**src/rtl/paddle_pot_emu.sv**
```systemverilog
// Paddle potentiometer emulator: per-channel position registers moved once per frame,
// plus a frame-synchronous discharge/charge sequencer that produces pot-comparator pulses.
module paddle_pot_emu #(
  parameter int unsigned CHANNELS     = 2,
  parameter int unsigned POS_W        = 8,
  parameter int unsigned POS_MIN      = 0,
  parameter int unsigned POS_MAX      = 255,
  parameter int unsigned STEP         = 2,
  parameter int unsigned ACCEL        = 6,
  parameter int unsigned ACCEL_FRAMES = 8,
  parameter int unsigned DISCH_CYC    = 64,
  parameter int unsigned BASE         = 16,
  parameter int unsigned SHIFT        = 2
) (
  input  logic                      clk,
  input  logic                      reset,
  input  logic                      ce,
  input  logic                      vsync,
  input  logic [CHANNELS-1:0]       up,
  input  logic [CHANNELS-1:0]       down,
  input  logic [CHANNELS-1:0]       center,
  output logic [CHANNELS*POS_W-1:0] pos,
  output logic [CHANNELS-1:0]       pot_out,
  output logic [CHANNELS-1:0]       pot_dwn,
  output logic                      busy
);

  localparam int unsigned CHG_MAX = BASE + ((POS_MAX - POS_MIN) << SHIFT);
  localparam int unsigned CNT_TOP = (DISCH_CYC > CHG_MAX) ? DISCH_CYC : CHG_MAX;
  localparam int unsigned CNT_W   = $clog2(CNT_TOP + 1);
  localparam int unsigned HELD_W  = $clog2(ACCEL_FRAMES + 1);
  localparam int unsigned CENTER  = (POS_MIN + POS_MAX) / 2;

  typedef logic [POS_W-1:0]  pos_t;
  typedef logic [POS_W:0]    ext_t;
  typedef logic [CNT_W-1:0]  cnt_t;
  typedef logic [HELD_W-1:0] held_t;
  typedef enum logic [1:0] {IDLE, DISCH, CHARGE, DONE} state_t;

  state_t              state_q, state_n;
  cnt_t                cnt_q, cnt_n;
  logic [CHANNELS-1:0] pot_q, pot_n;
  logic                vsync_q, armed_q, frame_edge;
  pos_t                pos_q [CHANNELS];
  pos_t                pos_n [CHANNELS];
  held_t               held_q [CHANNELS];
  held_t               held_n [CHANNELS];
  logic [CHANNELS-1:0] dir_up_q, dir_up_n;
  ext_t                ext [CHANNELS];
  ext_t                stp [CHANNELS];
  cnt_t                tgt [CHANNELS];

  // armed_q blocks a frame edge after reset until vsync has been observed low
  assign frame_edge = ce & vsync & ~vsync_q & armed_q;

  always_comb begin
    dir_up_n = dir_up_q;
    for (int unsigned i = 0; i < CHANNELS; i++) begin
      pos_n[i]  = pos_q[i];
      held_n[i] = held_q[i];
      ext[i]    = {1'b0, pos_q[i]};
      stp[i]    = (held_q[i] >= held_t'(ACCEL_FRAMES)) ? ext_t'(ACCEL) : ext_t'(STEP);
      tgt[i]    = cnt_t'(BASE) + (cnt_t'(pos_q[i] - pos_t'(POS_MIN)) << SHIFT);
      if (center[i]) begin
        pos_n[i]  = pos_t'(CENTER);
        held_n[i] = '0;
      end else if (up[i] == down[i]) begin
        held_n[i] = '0;
      end else begin
        if (up[i])
          pos_n[i] = (ext[i] + stp[i] > ext_t'(POS_MAX)) ? pos_t'(POS_MAX) : pos_t'(ext[i] + stp[i]);
        else
          pos_n[i] = (ext[i] < ext_t'(POS_MIN) + stp[i]) ? pos_t'(POS_MIN) : pos_t'(ext[i] - stp[i]);
        if (held_q[i] != '0 && dir_up_q[i] == up[i])
          held_n[i] = (held_q[i] == held_t'(ACCEL_FRAMES)) ? held_q[i] : held_q[i] + held_t'(1);
        else
          held_n[i] = held_t'(1);
        dir_up_n[i] = up[i];
      end
    end
  end

  always_comb begin
    state_n = state_q;
    cnt_n   = cnt_q;
    pot_n   = pot_q;
    if (frame_edge) begin
      state_n = DISCH;
      cnt_n   = '0;
      pot_n   = '0;
    end else if (ce) begin
      case (state_q)
        DISCH: begin
          if (cnt_q == cnt_t'(DISCH_CYC - 1)) begin
            state_n = CHARGE;
            cnt_n   = '0;
          end else begin
            cnt_n = cnt_q + cnt_t'(1);
          end
        end
        CHARGE: begin
          for (int unsigned i = 0; i < CHANNELS; i++)
            if (cnt_q == tgt[i]) pot_n[i] = 1'b1;
          if (cnt_q == cnt_t'(CHG_MAX)) begin
            state_n = DONE;
            pot_n   = '1;
          end else begin
            cnt_n = cnt_q + cnt_t'(1);
          end
        end
        default: ;
      endcase
    end
  end

  always_ff @(posedge clk or posedge reset) begin
    if (reset) begin
      state_q  <= IDLE;
      cnt_q    <= '0;
      pot_q    <= '0;
      vsync_q  <= 1'b0;
      armed_q  <= 1'b0;
      dir_up_q <= '0;
      for (int unsigned i = 0; i < CHANNELS; i++) begin
        pos_q[i]  <= pos_t'(CENTER);
        held_q[i] <= '0;
      end
    end else if (ce) begin
      state_q <= state_n;
      cnt_q   <= cnt_n;
      pot_q   <= pot_n;
      vsync_q <= vsync;
      armed_q <= armed_q | ~vsync;
      if (frame_edge) begin
        dir_up_q <= dir_up_n;
        for (int unsigned i = 0; i < CHANNELS; i++) begin
          pos_q[i]  <= pos_n[i];
          held_q[i] <= held_n[i];
        end
      end
    end
  end

  always_comb begin
    pos = '0;
    for (int unsigned i = 0; i < CHANNELS; i++)
      pos[i*POS_W +: POS_W] = pos_q[i];
  end

  assign pot_out = pot_q;
  assign pot_dwn = {CHANNELS{state_q == DISCH}};
  assign busy    = (state_q == DISCH) || (state_q == CHARGE);

endmodule

```
**config.mk**
```make
export PLATFORM = sky130hd
export DESIGN_NAME = paddle_pot_emu
export DESIGN_NICKNAME = d
export VERILOG_FILES = /design/src/rtl/paddle_pot_emu.sv
export SDC_FILE = /design/constraint.sdc
export NUM_CORES = 1
export LEC_CHECK = 0
export ABC_AREA = 1
export ABC_CLOCK_PERIOD_IN_PS = 2550
export CAP_MARGIN = 5
export CORE_MARGIN = 4
export CORE_UTILIZATION = 50
export DETAILED_ROUTE_END_ITERATION = 10
export PLACE_DENSITY = 0.79
export REMOVE_ABC_BUFFERS = 1
export SYNTH_ARGS = -nofsm -noshare
export SYNTH_HDL_FRONTEND = slang
export SYNTH_SLANG_ARGS = --single-unit
```
**constraint.sdc**
```tcl
create_clock -name clk -period 2.55 [get_ports clk]
set_input_delay 0.3825 -clock clk [delete_from_list [all_inputs] [get_ports clk]]
set_output_delay 0.3825 -clock clk [all_outputs]
set_load 0.03 [all_outputs]
```
==> results of run 1 <==
metal layers:
metal | wire (um) | vias up | global-route usage, %
met3 | 516 | 16 | 3.43
met5 | 0 | - | 0
li1 | - | 1860 | -
met4 | 167 | 0 | 6.01
met2 | 4610 | 130 | 38.3
met1 | 4280 | 1750 | 30.3
cell usage after synthesis (all sizes together) (6+ instances only):
cell type,count
a21oi,21
buf,13
dfrtp,29
dfstp,14
ha,18
inv,76
nand2,187
nand3,52
nand4,18
nor2,50
nor3,6
o21ai,36
xnor2,6
xor2,10
placed cells by master, fill, tap and decap left out, drive strengths merged, types with 3 or more instances in the layout:
cell type      count
buf                6
xnor2              6
nor3               6
dfrtp             29
nand2            187
fa                 5
dfstp             14
nand4             18
inv               75
nor2              50
clkinv             4
ha                18
o21ai             36
clkdlybuf4s50     30
xor2              10
clkbuf             5
o21a               3
a21oi             21
nand3             52
area by class of cell:
class / count / share of cell area, %
Clock buffer: 5 / 1.63
Clock inverter: 3 / 1.03
Inverter: 77 / 6.92
Multi-Input combinational cell: 429 / 53.5
Sequential cell: 43 / 25.8
Tap cell: 99 / 2.93
Timing Repair Buffer: 36 / 8.16
where the power goes:
group	switching, mW	internal (mW)
clock network	0.260	0.292
logic	1.50	0.870
registers	0.356	0.942
total	2.11	2.10
cell families after synthesis:
logic type | count (synthesis) | synth area share [%]
DFF | 43 | 29.2
and+or+nand+nor | 319 | 37.2
xor gates and xnor gates | 16 | 3.94
adders and majority gates | 23 | 8.68
AOI/OAI and AO/OA | 71 | 10.7
buffers and inverters | 93 | 10.4
how the worst min path moves through the flow:
| stage | startpoint | to | cells after the start |
|---|---|---|---|
| final | reset | state_q[0] | 3 |
| after detailed placement | dir_up_q[0] | dir_up_q[0] | 2 |
| after global routing | pos[6] | pos[6] | 2 |
| after floorplan | state_q[0] | state_q[0] | 2 |
| after global placement | state_q[0] | state_q[0] | 2 |
| after CTS | reset | armed_q | 3 |
state kept, by name, indices dropped and copies added (netlist names):
| name | count |
|---|---|
| pos | 16 |
| cnt_q | 11 |
| dir_up_q | 2 |
| vsync_q | 1 |
| armed_q | 1 |
| state_q | 2 |
| held_q | 8 |
| pot_out | 2 |
critical path: cells and delay by family, from the launching register on:
family | cells | cell delay [ns]
adder cells (fa/ha/maj) | 1 | 0.49
flip-flops | 1 | 0.57
AND/OR/NAND/NOR | 8 | 0.67
buffers and inverters | 2 | 0.25
AO/OA/AOI/OAI | 1 | 0.16
==> results.md, run 1 <==
* Crit start category: flip-flop
* Pre-CTS setup slack at 0.356 ns
* Worst r2r path cells at 12
* Post-route cell area at 4230 sq um
* Worst clock skew at 0.00358 ns
* Initial Util at 51.7%
* GRT Residual Overflow at 0
* Critical-path maximum fanout at 8
* WL final at 9.57 mm
* Sequential-to-total area share from yosys stat at 29.2%
* HPWL after DPL at 7.21 mm
* Antenna Cells at 0
* Post-Syn Instances at 565
* I/O pin count at 31
* Fill cell count at 699
* Fin cells at 692
* Layout cells sized above 1 at 8.09%
* Maximum buffer depth of the clock tree at 2
* Area Overhead vs Synth at 13.0%
* Final setup TNS at 0 ns
* Pwr per Cell Area at 996 nW/um^2
* Core Util, Final at 58.4%
* PnR Total Power at 4.22 mW
* Die span in y at 94.6 um
* Vias in the first global route at 3412
* Ys flop type: dfrtp_1
* Die width at 94.6 um
* Crit-path slowest cell: dfstp_2
* Core Area at 7250 sq um
* Fin crit share at 86.5%
* Max-Slew Margin vs Limit at 61.4%
* Placement Cell Area at 4120 sq um
* Total Routing Usage GR at 22.6%
* Largest cells by area after synthesis: dfrtp_1, nand2_1, dfstp_2
* #FFs+latches synth at 43
* Starting DRT DRC Count at 287
* # hold bufs at CTS at 0
* Crit. End Element: flip-flop
* CP Class: reg2reg
* Worst Hold Slack at 0.519 ns
* Distinct cells, synth at 45
* Post-route ant nets at 0
* Largest net degree at the start of global routing at 44
* Fin. Hold Viols at 0
* Initial antenna violation count at 0
* Most numerous cell on the critical path: nand2_1
* Max VDD drop at 534 uV
* Row cnt at 31
* # clock sinks at 43
* RSZ-0062 raised after global routing: no
* Yosys warning total at 0
* CTS root buffer: clkbuf_8
* CP startpoint: pos[1]
* Worst R2R Start: pos[1]
* Vias per cell at 5.43
* Worst skew pair latency at 0.30 ns
* Critical path destination: pos[3]
* CTS tree: built
* Maxcap violations at 0
* Routed wire per std cell at 13.8 um
* LEAKAGE at 2.08 nW
* Worst setup margin at 0.343 ns
* Critical-path cell list: inv_1, fa_1, inv_1, nand3_1, o21ai_0, nand2_1, nand3_1, nand2_1, nand2_1, nand2_1, nand2_1, nand2_1
* Number of synthesized flops with an enable pin at 0
* Sequential cell area at 1090 sq um
* Final nets at 625
* Fmax at 453 MHz
* Post-route DRC at 0
* Async set-or-reset flop fraction in the synthesized netlist at 100%
* # resized after CTS at 0
* Slowest stage delay, CP at 0.57 ns
* RD Place Congestion at 0.943
* Tightest Pin Transition at 0.579 ns
* Clk pin slew, worst setup/hold paths at 0.09 ns
* CP required at 2.79 ns
* Port Buffers at 30
* H-tree Lvls at 2
* Final setup violation count at 0
* Crit Reg-Reg Endpoint: pos[3]
* Fin crit period at 2.21 ns
* Synthesized area at 3750 sq um
* TritonCTS Buffers at 5
* Flop2flop setup slack at 0.34 ns
* First-pass GRT wire length at 16.4 mm
* Multi-input gate area at 2260 sq um
* Area leader, netlist: dfrtp_1
* WP data arrival at 2.44 ns
* Placed cell count at 684
* Avg Cell Area, Syn at 6.63 sq um
* Top-area cell type share of the netlist area at 19.4%
* # Post-CTS Setup Buffers at 0
* DIE AREA at 8940 sq um
* Pins Over Slew Limit at 0
* Status: finished, final reports clean
* Worst Hold Class: in2async
* First-pass DRT Iterations at 5
* Via Count at 3756
Note: power is estimated with default switching activity, not from simulation.
==> run 2, diff against run 1 <==
--- a/constraint.sdc
+++ b/constraint.sdc
@@ -3,2 +3,2 @@
 set_output_delay 0.3825 -clock clk [all_outputs]
-set_load 0.03 [all_outputs]
+set_load 0.1 [all_outputs]
==> run 2 against run 1 <==
  * Sequential share of layout area increased by 0.37 points
  * Setup slack got worse by 0.0069 ns
  * Clock power decreased by 3%
  * Utilization decreased by 0.83 points
  * Wire length decreased by 2.7%
  * First-iteration DRC count decreased by 15%
  * Sequential cell count unchanged
  * Cell count decreased by 0.14%
  * Design area decreased by 1.4%
  * Fmax decreased by 0.31%
  * Highest routed layer unchanged
  * Global-route usage decreased by 0.44 points
==> results.md, run 2 (synthesized netlist as in run 1, its figures left out) <==
* Combinational group share of total power at 61.7%
* WL final at 9.32 mm
* Area Overhead vs Synth at 11.4%
* Critical path destination: pos[12]
* Initial antenna violation count at 0
* Port Buffers at 30
* # resized after CTS at 0
* Fmax at 452 MHz
* Via Count at 3729
* Worst clock skew at 0.00844 ns
* H-tree Lvls at 2
* Fin crit share at 86.8%
* Layout cells sized above 1 at 11.5%
* Flop2flop setup slack at 0.34 ns
* DIE AREA at 8940 sq um
* Antenna Cells at 0
* Post-route DRC at 0
* Routed wire per std cell at 13.5 um
* Sequential share of power at 27.1%
* Worst Hold Class: in2async
* CP top delay family: simple AND/OR/NAND/NOR gates
* Net Sw Frac at 57.0%
* NetSw at 2.73 mW
* Critical-path cell list: inv_1, fa_1, nor2_2, nand2_1, nand2_1, nand2_1, nand3_1, nand2_1, nand2_1, nand2_1, nand2_1, nand2_1
* Sequential cell area at 1090 sq um
* Multi-input gate area at 2260 sq um
* RSZ-0062 raised after global routing: no
* Max-Slew Margin vs Limit at 63.2%
* Row cnt at 31
* Worst Hold Slack at 0.513 ns
* Final nets at 624
* Post-route cell area at 4170 sq um
* First-pass GRT wire length at 16.1 mm
* Critical-path maximum fanout at 8
* CP startpoint: pos[9]
* CP required at 2.78 ns
* HPWL after DPL at 7.27 mm
* # Post-CTS Setup Buffers at 0
* Vias per cell at 5.40
* PnR Total Power at 4.79 mW
* Post-route ant nets at 0
* Flip-flop count of the largest register after layout at 16
* Maxcap violations at 0
* Worst r2r path cells at 12
* Most numerous cell on the critical path: nand2_1
* GRT Residual Overflow at 0
* Final setup violation count at 0
* Pins Over Slew Limit at 0
* Fill cell count at 699
* I/O pin count at 31
* Max VDD drop at 821 uV
* WP data arrival at 2.44 ns
* Clock power share at 11.2%
* Critical path buffers and inverters at 1
* Crit. path cell count at 12
* CTS tree: built
* Die width at 94.6 um
* Pwr per Cell Area at 1150 nW/um^2
* LEAKAGE at 2.10 nW
* Starting DRT DRC Count at 244
* # hold bufs at CTS at 0
* Final setup TNS at 0 ns
* Initial Util at 51.7%
* Total Routing Usage GR at 22.2%
* First-pass DRT Iterations at 5
* Worst R2R Start: pos[9]
* Die span in y at 94.6 um
* Most common cell after layout, fill and taps aside: nand2_1
* Fin crit period at 2.21 ns
* Vias in the first global route at 3581
* Crit. End Element: flip-flop
* Clk pin slew, worst setup/hold paths at 0.09 ns
* Core Area at 7250 sq um
* Slowest stage delay, CP at 0.60 ns
* Largest net degree at the start of global routing at 44
* Worst skew pair latency at 0.30 ns
* Tightest Pin Transition at 0.551 ns
* Crit-path slowest cell: dfstp_2
* Pint at 2.06 mW
* Placement Cell Area at 4060 sq um
* Maximum buffer depth of the clock tree at 2
* Fin. Hold Viols at 0
* Crit start category: flip-flop
* Crit Reg-Reg Endpoint: pos[12]
* # clock sinks at 43
* RD Place Congestion at 0.960
* TritonCTS Buffers at 5
* Core Util, Final at 57.5%
* Status: finished, final reports clean
* CTS root buffer: clkbuf_8
* Commonest cells after routing, fill and taps aside: nand2_1, inv_1, nand3_1
* CP Class: reg2reg
==> run 2: cell count changes in the layout (fill, tap and decap cells not counted), sizes merged <==
cell           delta
buf              +20
clkdlybuf4s50    -21
==> run 2: per-stage QoR <==
stage | worst slack, ns | cells
floorplan | -0.198 | 549
global placement | 0.371 | 683
detailed placement | 0.347 | 683
CTS | 0.330 | 691
global route | 0.0603 | 691
finish | 0.336 | 691
==> run 2: worst register-to-register path, delay by kind of cell (launching register included) <==
kind / cells / cell delay (ns)
flip-flops: 1 / 0.60
adder cells (fa/ha/maj): 1 / 0.50
AND/OR/NAND/NOR: 10 / 0.88
buffers and inverters: 1 / 0.17
==> run 2: worst min-delay path by stage <==
stage	from	end	slack, ns
final	reset	pot_out[0]	0.51
after global routing	armed_q	armed_q	0.56
after CTS	state_q[0]	state_q[0]	0.53
after detailed placement	state_q[0]	state_q[0]	0.50
after global placement	state_q[0]	state_q[0]	0.49
after floorplan	state_q[0]	state_q[0]	0.47
==> run 2: metal layers <==
layer	track usage, %	wire length (um)	vias to the layer above
li1	-	-	1855
met1	27.4	3880	1733
met2	40.6	4700	126
met3	2.95	584	15
met4	5.89	149	0
met5	0	0	-
==> run 2: area by class of cell <==
type | instances | share of cell area [%]
Inverter | 77 | 7.02
Tap cell | 99 | 2.97
Timing Repair Buffer | 35 | 6.84
Multi-Input combinational cell | 429 | 54.3
Clock inverter | 3 | 1.05
Clock buffer | 5 | 1.65
Sequential cell | 43 | 26.2
==> run 2: power by group through the flow <==
stage	clock [mW]	combinational [mW]	sequential [mW]
finish	0.536	2.95	1.29
global route	0.579	3.26	1.34
CTS	0.555	2.96	1.29
detailed placement	0	2.94	1.31
global placement	0	2.89	1.29
floorplan	0	1.69	1.87
